===== src/rtl/trigger_capture_pkg.sv =====
// Shared types and helpers for the trigger capture block.
// The glitch filter in trigger_sync_filter is enabled by defining TRIG_CAPTURE_GLITCH_FILTER_EN.
package trigger_capture_pkg;

    typedef enum logic [1:0] {
        IDLE = 2'd0,
        HIGH = 2'd1,
        LOW  = 2'd2
    } cap_state_t;

    localparam int DEF_W           = 32;
    localparam int DEF_W_S         = 32;
    localparam int DEF_SYNC_STAGES = 2;
    localparam int DEF_FILT_LEN    = 4;

    // Increment that sticks at max instead of wrapping; callers size max to their counter.
    function automatic logic [63:0] sat_inc(input logic [63:0] value, input logic [63:0] max);
        return (value >= max) ? max : value + 64'd1;
    endfunction

endpackage


===== src/rtl/trigger_sync_filter.sv =====
// Synchronises the external trigger, optionally glitch-filters it, and produces rise/fall strobes.
// Filter is present only when TRIG_CAPTURE_GLITCH_FILTER_EN is defined.
module trigger_sync_filter
    import trigger_capture_pkg::*;
#(
    parameter int SYNC_STAGES = DEF_SYNC_STAGES,
    parameter int FILT_LEN    = DEF_FILT_LEN
) (
    input  logic clk,
    input  logic rst,
    input  logic trigger_in,
    output logic rise,
    output logic fall
);

    if (SYNC_STAGES < 2 || FILT_LEN < 2) begin : g_bad_params
        $error("trigger_sync_filter: SYNC_STAGES and FILT_LEN must both be >= 2");
    end

    logic [SYNC_STAGES-1:0] sync_q;
    logic                   trig_s;
    logic                   trig_f;
    logic                   trig_d;

    // Reset to 1 so a line already high when reset releases does not look like a rise.
    always_ff @(posedge clk) begin
        if (rst) begin
            sync_q <= '1;
        end else begin
            sync_q <= {sync_q[SYNC_STAGES-2:0], trigger_in};
        end
    end

    assign trig_s = sync_q[SYNC_STAGES-1];

`ifdef TRIG_CAPTURE_GLITCH_FILTER_EN
    localparam int CW = $clog2(FILT_LEN);

    logic [CW-1:0] filt_cnt;
    logic          filt_q;

    // filt_cnt counts how long trig_s has disagreed with the filtered level.
    always_ff @(posedge clk) begin
        if (rst) begin
            filt_q   <= 1'b1;
            filt_cnt <= '0;
        end else if (trig_s == filt_q) begin
            filt_cnt <= '0;
        end else if (filt_cnt == CW'(FILT_LEN - 1)) begin
            filt_q   <= trig_s;
            filt_cnt <= '0;
        end else begin
            filt_cnt <= filt_cnt + 1'b1;
        end
    end

    assign trig_f = filt_q;
`else
    assign trig_f = trig_s;
`endif

    always_ff @(posedge clk) begin
        if (rst) begin
            trig_d <= 1'b1;
        end else begin
            trig_d <= trig_f;
        end
    end

    assign rise = trig_f & ~trig_d;
    assign fall = ~trig_f & trig_d;

endmodule


===== src/rtl/trigger_capture.sv =====
// Measures high/low durations of an external trigger and counts accepted rising edges.
// Optional glitch filter: define TRIG_CAPTURE_GLITCH_FILTER_EN.
module trigger_capture
    import trigger_capture_pkg::*;
#(
    parameter int W           = DEF_W,
    parameter int W_s         = DEF_W_S,
    parameter int SYNC_STAGES = DEF_SYNC_STAGES,
    parameter int FILT_LEN    = DEF_FILT_LEN
) (
    input  logic           clk,
    input  logic           rst,
    input  logic           enable,
    input  logic           trigger_in,
    input  logic           meas_ready,
    output logic           meas_valid,
    output logic [W_s-1:0] meas_hi,
    output logic [W_s-1:0] meas_lo,
    output logic [W-1:0]   trigger_count,
    output logic           overrun,
    input  logic           clr_overrun
);

    localparam logic [63:0] CNT_MAX = 64'({W_s{1'b1}});

    cap_state_t     state;
    logic [W_s-1:0] hi_cnt;
    logic [W_s-1:0] lo_cnt;
    logic           rise;
    logic           fall;
    logic           emit;
    logic           transfer;

    trigger_sync_filter #(
        .SYNC_STAGES (SYNC_STAGES),
        .FILT_LEN    (FILT_LEN)
    ) u_sync (
        .clk        (clk),
        .rst        (rst),
        .trigger_in (trigger_in),
        .rise       (rise),
        .fall       (fall)
    );

    // Valid/ready: a beat moves when meas_valid & meas_ready at a clk edge; data holds until then.
    always_comb begin
        emit     = enable && (state == LOW) && rise;
        transfer = meas_valid && meas_ready;
    end

    always_ff @(posedge clk) begin
        if (rst) begin
            state         <= IDLE;
            hi_cnt        <= '0;
            lo_cnt        <= '0;
            trigger_count <= '0;
            meas_valid    <= 1'b0;
            meas_hi       <= '0;
            meas_lo       <= '0;
            overrun       <= 1'b0;
        end else begin
            if (!enable) begin
                state  <= IDLE;
                hi_cnt <= '0;
                lo_cnt <= '0;
            end else begin
                case (state)
                    IDLE: begin
                        if (rise) begin
                            state         <= HIGH;
                            hi_cnt        <= W_s'(1);
                            trigger_count <= trigger_count + W'(1);
                        end
                    end
                    HIGH: begin
                        if (fall) begin
                            state  <= LOW;
                            lo_cnt <= W_s'(1);
                        end else begin
                            hi_cnt <= W_s'(sat_inc(64'(hi_cnt), CNT_MAX));
                        end
                    end
                    LOW: begin
                        if (rise) begin
                            state         <= HIGH;
                            hi_cnt        <= W_s'(1);
                            trigger_count <= trigger_count + W'(1);
                        end else begin
                            lo_cnt <= W_s'(sat_inc(64'(lo_cnt), CNT_MAX));
                        end
                    end
                    default: state <= IDLE;
                endcase
            end

            // A full, stalled output register drops the new period and flags it.
            if (emit && (!meas_valid || meas_ready)) begin
                meas_valid <= 1'b1;
                meas_hi    <= hi_cnt;
                meas_lo    <= lo_cnt;
            end else if (transfer) begin
                meas_valid <= 1'b0;
            end

            if (emit && meas_valid && !meas_ready) begin
                overrun <= 1'b1;
            end else if (clr_overrun) begin
                overrun <= 1'b0;
            end
        end
    end

endmodule


===== config.mk =====
export PLATFORM = sky130hd
export DESIGN_NAME = trigger_capture
export DESIGN_NICKNAME = d
export VERILOG_FILES = /design/src/rtl/trigger_capture_pkg.sv /design/src/rtl/trigger_sync_filter.sv /design/src/rtl/trigger_capture.sv
export SDC_FILE = /design/constraint.sdc
export NUM_CORES = 1
export LEC_CHECK = 0
export BUFFER_PORTS_ARGS = -buffer_cell sky130_fd_sc_hd__buf_4
export CAP_MARGIN = 25
export CORE_MARGIN = 2
export CORE_UTILIZATION = 58
export DETAILED_ROUTE_END_ITERATION = 10
export PLACE_DENSITY = 0.8
export SETUP_SLACK_MARGIN = 0.05
export SKIP_CTS_REPAIR_TIMING = 1
export SYNTH_ARGS = -nofsm -noshare
export SYNTH_HDL_FRONTEND = slang
export SYNTH_HIERARCHICAL = 1
export SYNTH_SLANG_ARGS = --single-unit

===== constraint.sdc =====
create_clock -name clk -period 2.79 [get_ports clk]
set_input_delay 0.558 -clock clk [delete_from_list [all_inputs] [get_ports clk]]
set_output_delay 0.558 -clock clk [all_outputs]
set_load 0.02 [all_outputs]

==> flow_metrics.env <==
export IMPL_multi_input_area_um2=3980
export IMPL_whs_path_depth=2
export IMPL_yosys_cell_count_top_type="nand2_1"
export IMPL_clk_pin_slew_ns=0.06
export IMPL_fillers=1035
export IMPL_drcViolationCount=0
export IMPL_post_place_cells=1180
export IMPL_grt_first_pass_wirelength_um=31200
export IMPL_avgSynthCellArea_um2=8.03
export IMPL_min_delay_start="trigger_in"
export IMPL_place_ws_ns=0.316
export IMPL_hpwlAfterDp_um=12300
export IMPL_boundaryPins=104
export IMPL_worstSetupStartpointType="register"
export IMPL_fp_dieH_um=119
export IMPL_cts_buffers=17
export IMPL_synthDistinctLibCells=65
export IMPL_asyncSetResetFlopFracSynth=0
export IMPL_wl_per_cell_um=15.2
export IMPL_grt_max_degree=54
export IMPL_finalCriticalPeriod_ns=2.50
export IMPL_critical_path_depth=6
export IMPL_grt_usage=0.266
export IMPL_crit_path_start="hi_cnt[0]$_SDFFE_PP0P_"
export IMPL_arrival_ns=2.85
export IMPL_clock_fmax_mhz=400
export IMPL_die_width_um=119
export IMPL_slew_headroom=0.453
export IMPL_finish_utilization=0.714
export IMPL_synth_edf_count=0
export IMPL_drv_cap=0
export IMPL_gp_congestion=0.904
export IMPL_path_class="register to register"
export IMPL_cts_root_buffer="clkbuf_16"
export IMPL_vias_per_cell=5.97
export IMPL_core_um2=12700
export IMPL_clk_latency_ns=0.42
export IMPL_fin_crit_sh=0.897
export IMPL_synth_ff_type="dfxtp_1"
export IMPL_r2r_start="hi_cnt[0]$_SDFFE_PP0P_"
export IMPL_fin_cells=1211
export IMPL_clockBufferDepth=2
export IMPL_ir_worst_vdd_v=0.000426
export IMPL_layout_drive_gt1_share=0.177
export IMPL_synth_commonest_cells="186 x nand2_1, 167 x dfxtp_1, 99 x a21oi_1, 65 x nor2_1, 50 x clkbuf_1"
export IMPL_initial_core_util=0.599
export IMPL_grt_pass1_vias=6470
export IMPL_required_ns=3.14
export IMPL_skew_ns=0.00680
export IMPL_timing_worst_slew_pin_value_ns=0.821
export IMPL_endpoint_kind="register"
export IMPL_antenna_found_initial=0
export IMPL_syn_nets=958
export IMPL_netlist_area_um2=7620
export IMPL_rows=41
export IMPL_port_buffers=103
export IMPL_p_per_area_nw_per_um2=523
export IMPL_synthCells=949
export IMPL_r2r_cells=6
export IMPL_ys_top_cells_by_area="dfxtp_1 44%, nand2_1 9.2%, a21oi_1 6.5%"
export IMPL_fin_setup_tns_ns=0
export IMPL_ys_seq_elements=167
export IMPL_cp_max_fo=17
export IMPL_cpPeakStageDelay_ns=0.56
export IMPL_drt_iter0_drc=487
export IMPL_h_tree_depth=4
export IMPL_final_nets=1036
export IMPL_yosys_area_top_type="dfxtp_1"
export IMPL_synth_seq_area_share=0.439
export IMPL_critPathTopFamily="simple AND/OR/NAND/NOR gates"
export IMPL_layout_area_overhead_vs_synth_pct=19.3
export IMPL_drv_slew=0
export IMPL_setup_viol=0
export IMPL_setup_ws_ns=0.288
export IMPL_slowest_stage="or2_1"
export IMPL_status="completed"
export IMPL_rrSetupSlack_ns=0.29
export IMPL_worstPathCellList="ha_1, and4_4, nand4_4, or3_1, or2_1, a31oi_1"
export IMPL_rsz0062_at_grt="no"
export IMPL_seq_area_um2=3340
export IMPL_gr_total_overflow=0
export IMPL_n_antenna_cell=0
export IMPL_die_area_um2=14100
export IMPL_ant_nets=0
export IMPL_cts_sinks=167
export IMPL_worst_r2r_endpoint="hi_cnt[11]$_SDFFE_PP0P_"
export IMPL_leakagePower_nw=3.29
export IMPL_dr_pass1_iters=5
export IMPL_yosysWarnings=6
export IMPL_routed_via_count=7233
export IMPL_final_hold_violation_count=0
export IMPL_min_path_type="input port to register"
export IMPL_synth_top_area_frac=0.439
export IMPL_holdPathEnd="u_sync/sync_q[0]$_SDFF_PP1_"
export IMPL_finalWirelength_um=18400
export IMPL_path_buf_inv=0
export IMPL_cts_tree="built"
## sequential cells by signal, indices dropped and copies added (netlist names)
| name | cells |
|---|---|
| u_sync/sync_q | 2 |
| meas_hi | 32 |
| hi_cnt | 32 |
| overrun | 1 |
| lo_cnt | 32 |
| u_sync/trig_d | 1 |
| meas_lo | 32 |
| trigger_count | 32 |
| meas_valid | 1 |
| state | 2 |
## cells in the final DEF (no fill, tap or decap), drive strengths merged, types with 4 or more instances in the layout
cell type,count
buf,123
or2,7
nor2,65
o211ai,12
a31oi,28
nor4,16
xor2,21
or3,16
nand4,40
and2,6
nand2,186
nand3b,4
o21ai,42
mux2i,5
xnor2,6
nor2b,4
inv,9
and4,14
nor3,19
a41oi,4
clkinv,7
a21oi,107
nand3,34
dfxtp,167
mux2,6
and3,22
clkbuf,20
## worst register-to-register path: cells and delay by family, from the launching register on
kind / cells / cell delay (ns)
AO/OA/AOI/OAI: 1 / 0.28
adder cells (fa/ha/maj): 1 / 0.22
flip-flops: 1 / 0.44
AND/OR/NAND/NOR: 4 / 1.48
## cell type report
class,count,share of cell area
multi-input combinational,709,0.438
sequential,167,0.368
inverter,9,0.00372
clock buffer,20,0.0480
clock inverter,11,0.0146
tap,172,0.0237
timing repair buffer,123,0.104
## worst max path at each step
stage / end / slack [ns]
final: hi_cnt[11]$_SDFFE_PP0P_ / 0.29
after global routing: hi_cnt[3]$_SDFFE_PP0P_ / 0.13
after CTS: hi_cnt[11]$_SDFFE_PP0P_ / 0.29
after detailed placement: hi_cnt[13]$_SDFFE_PP0P_ / 0.32
after global placement: hi_cnt[12]$_SDFFE_PP0P_ / 0.41
after floorplan: hi_cnt[15]$_SDFFE_PP0P_ / 0.65
## cells by family (layout without fill, tap and decap cells)
kind of cell               after synthesis  in the layout  share of synthesized area
buffers and inverters                   73            163                     0.0401
DFF                                    167            167                      0.439
adders and majority gates                3              3                    0.00493
AOI/OAI and AO/OA                      215            215                      0.168
xor gates and xnor gates                27             27                     0.0310
muxes                                   11             11                     0.0154
and+or+nand+nor                        453            453                      0.301
## per-stage QoR
stage	cell area [µm²]	power (mW)	hold slack, ns
2_1_floorplan	7620	2.49	0.383
4_1_cts	9090	4.78	0.309
3_5_place_dp	8520	2.51	0.400
3_3_place_gp	8520	2.51	0.402
6_report	9090	4.76	0.325
5_1_grt	9090	4.89	0.316
## metal layers
metal	part of all wire	track usage
met1	0.48	0.375
met2	0.45	0.405
met3	0.062	0.0560
met4	0.014	0.0908
met5	0	0
## power breakdown
part | total (mW) | internal (mW) | switching (mW)
Combinational | 0.0726 | 0.0164 | 0.0562
Clock | 2.29 | 1.39 | 0.905
Sequential | 2.39 | 2.39 | 0.00194
Total | 4.76 | 3.79 | 0.963
(Power assumes the default switching activity.)
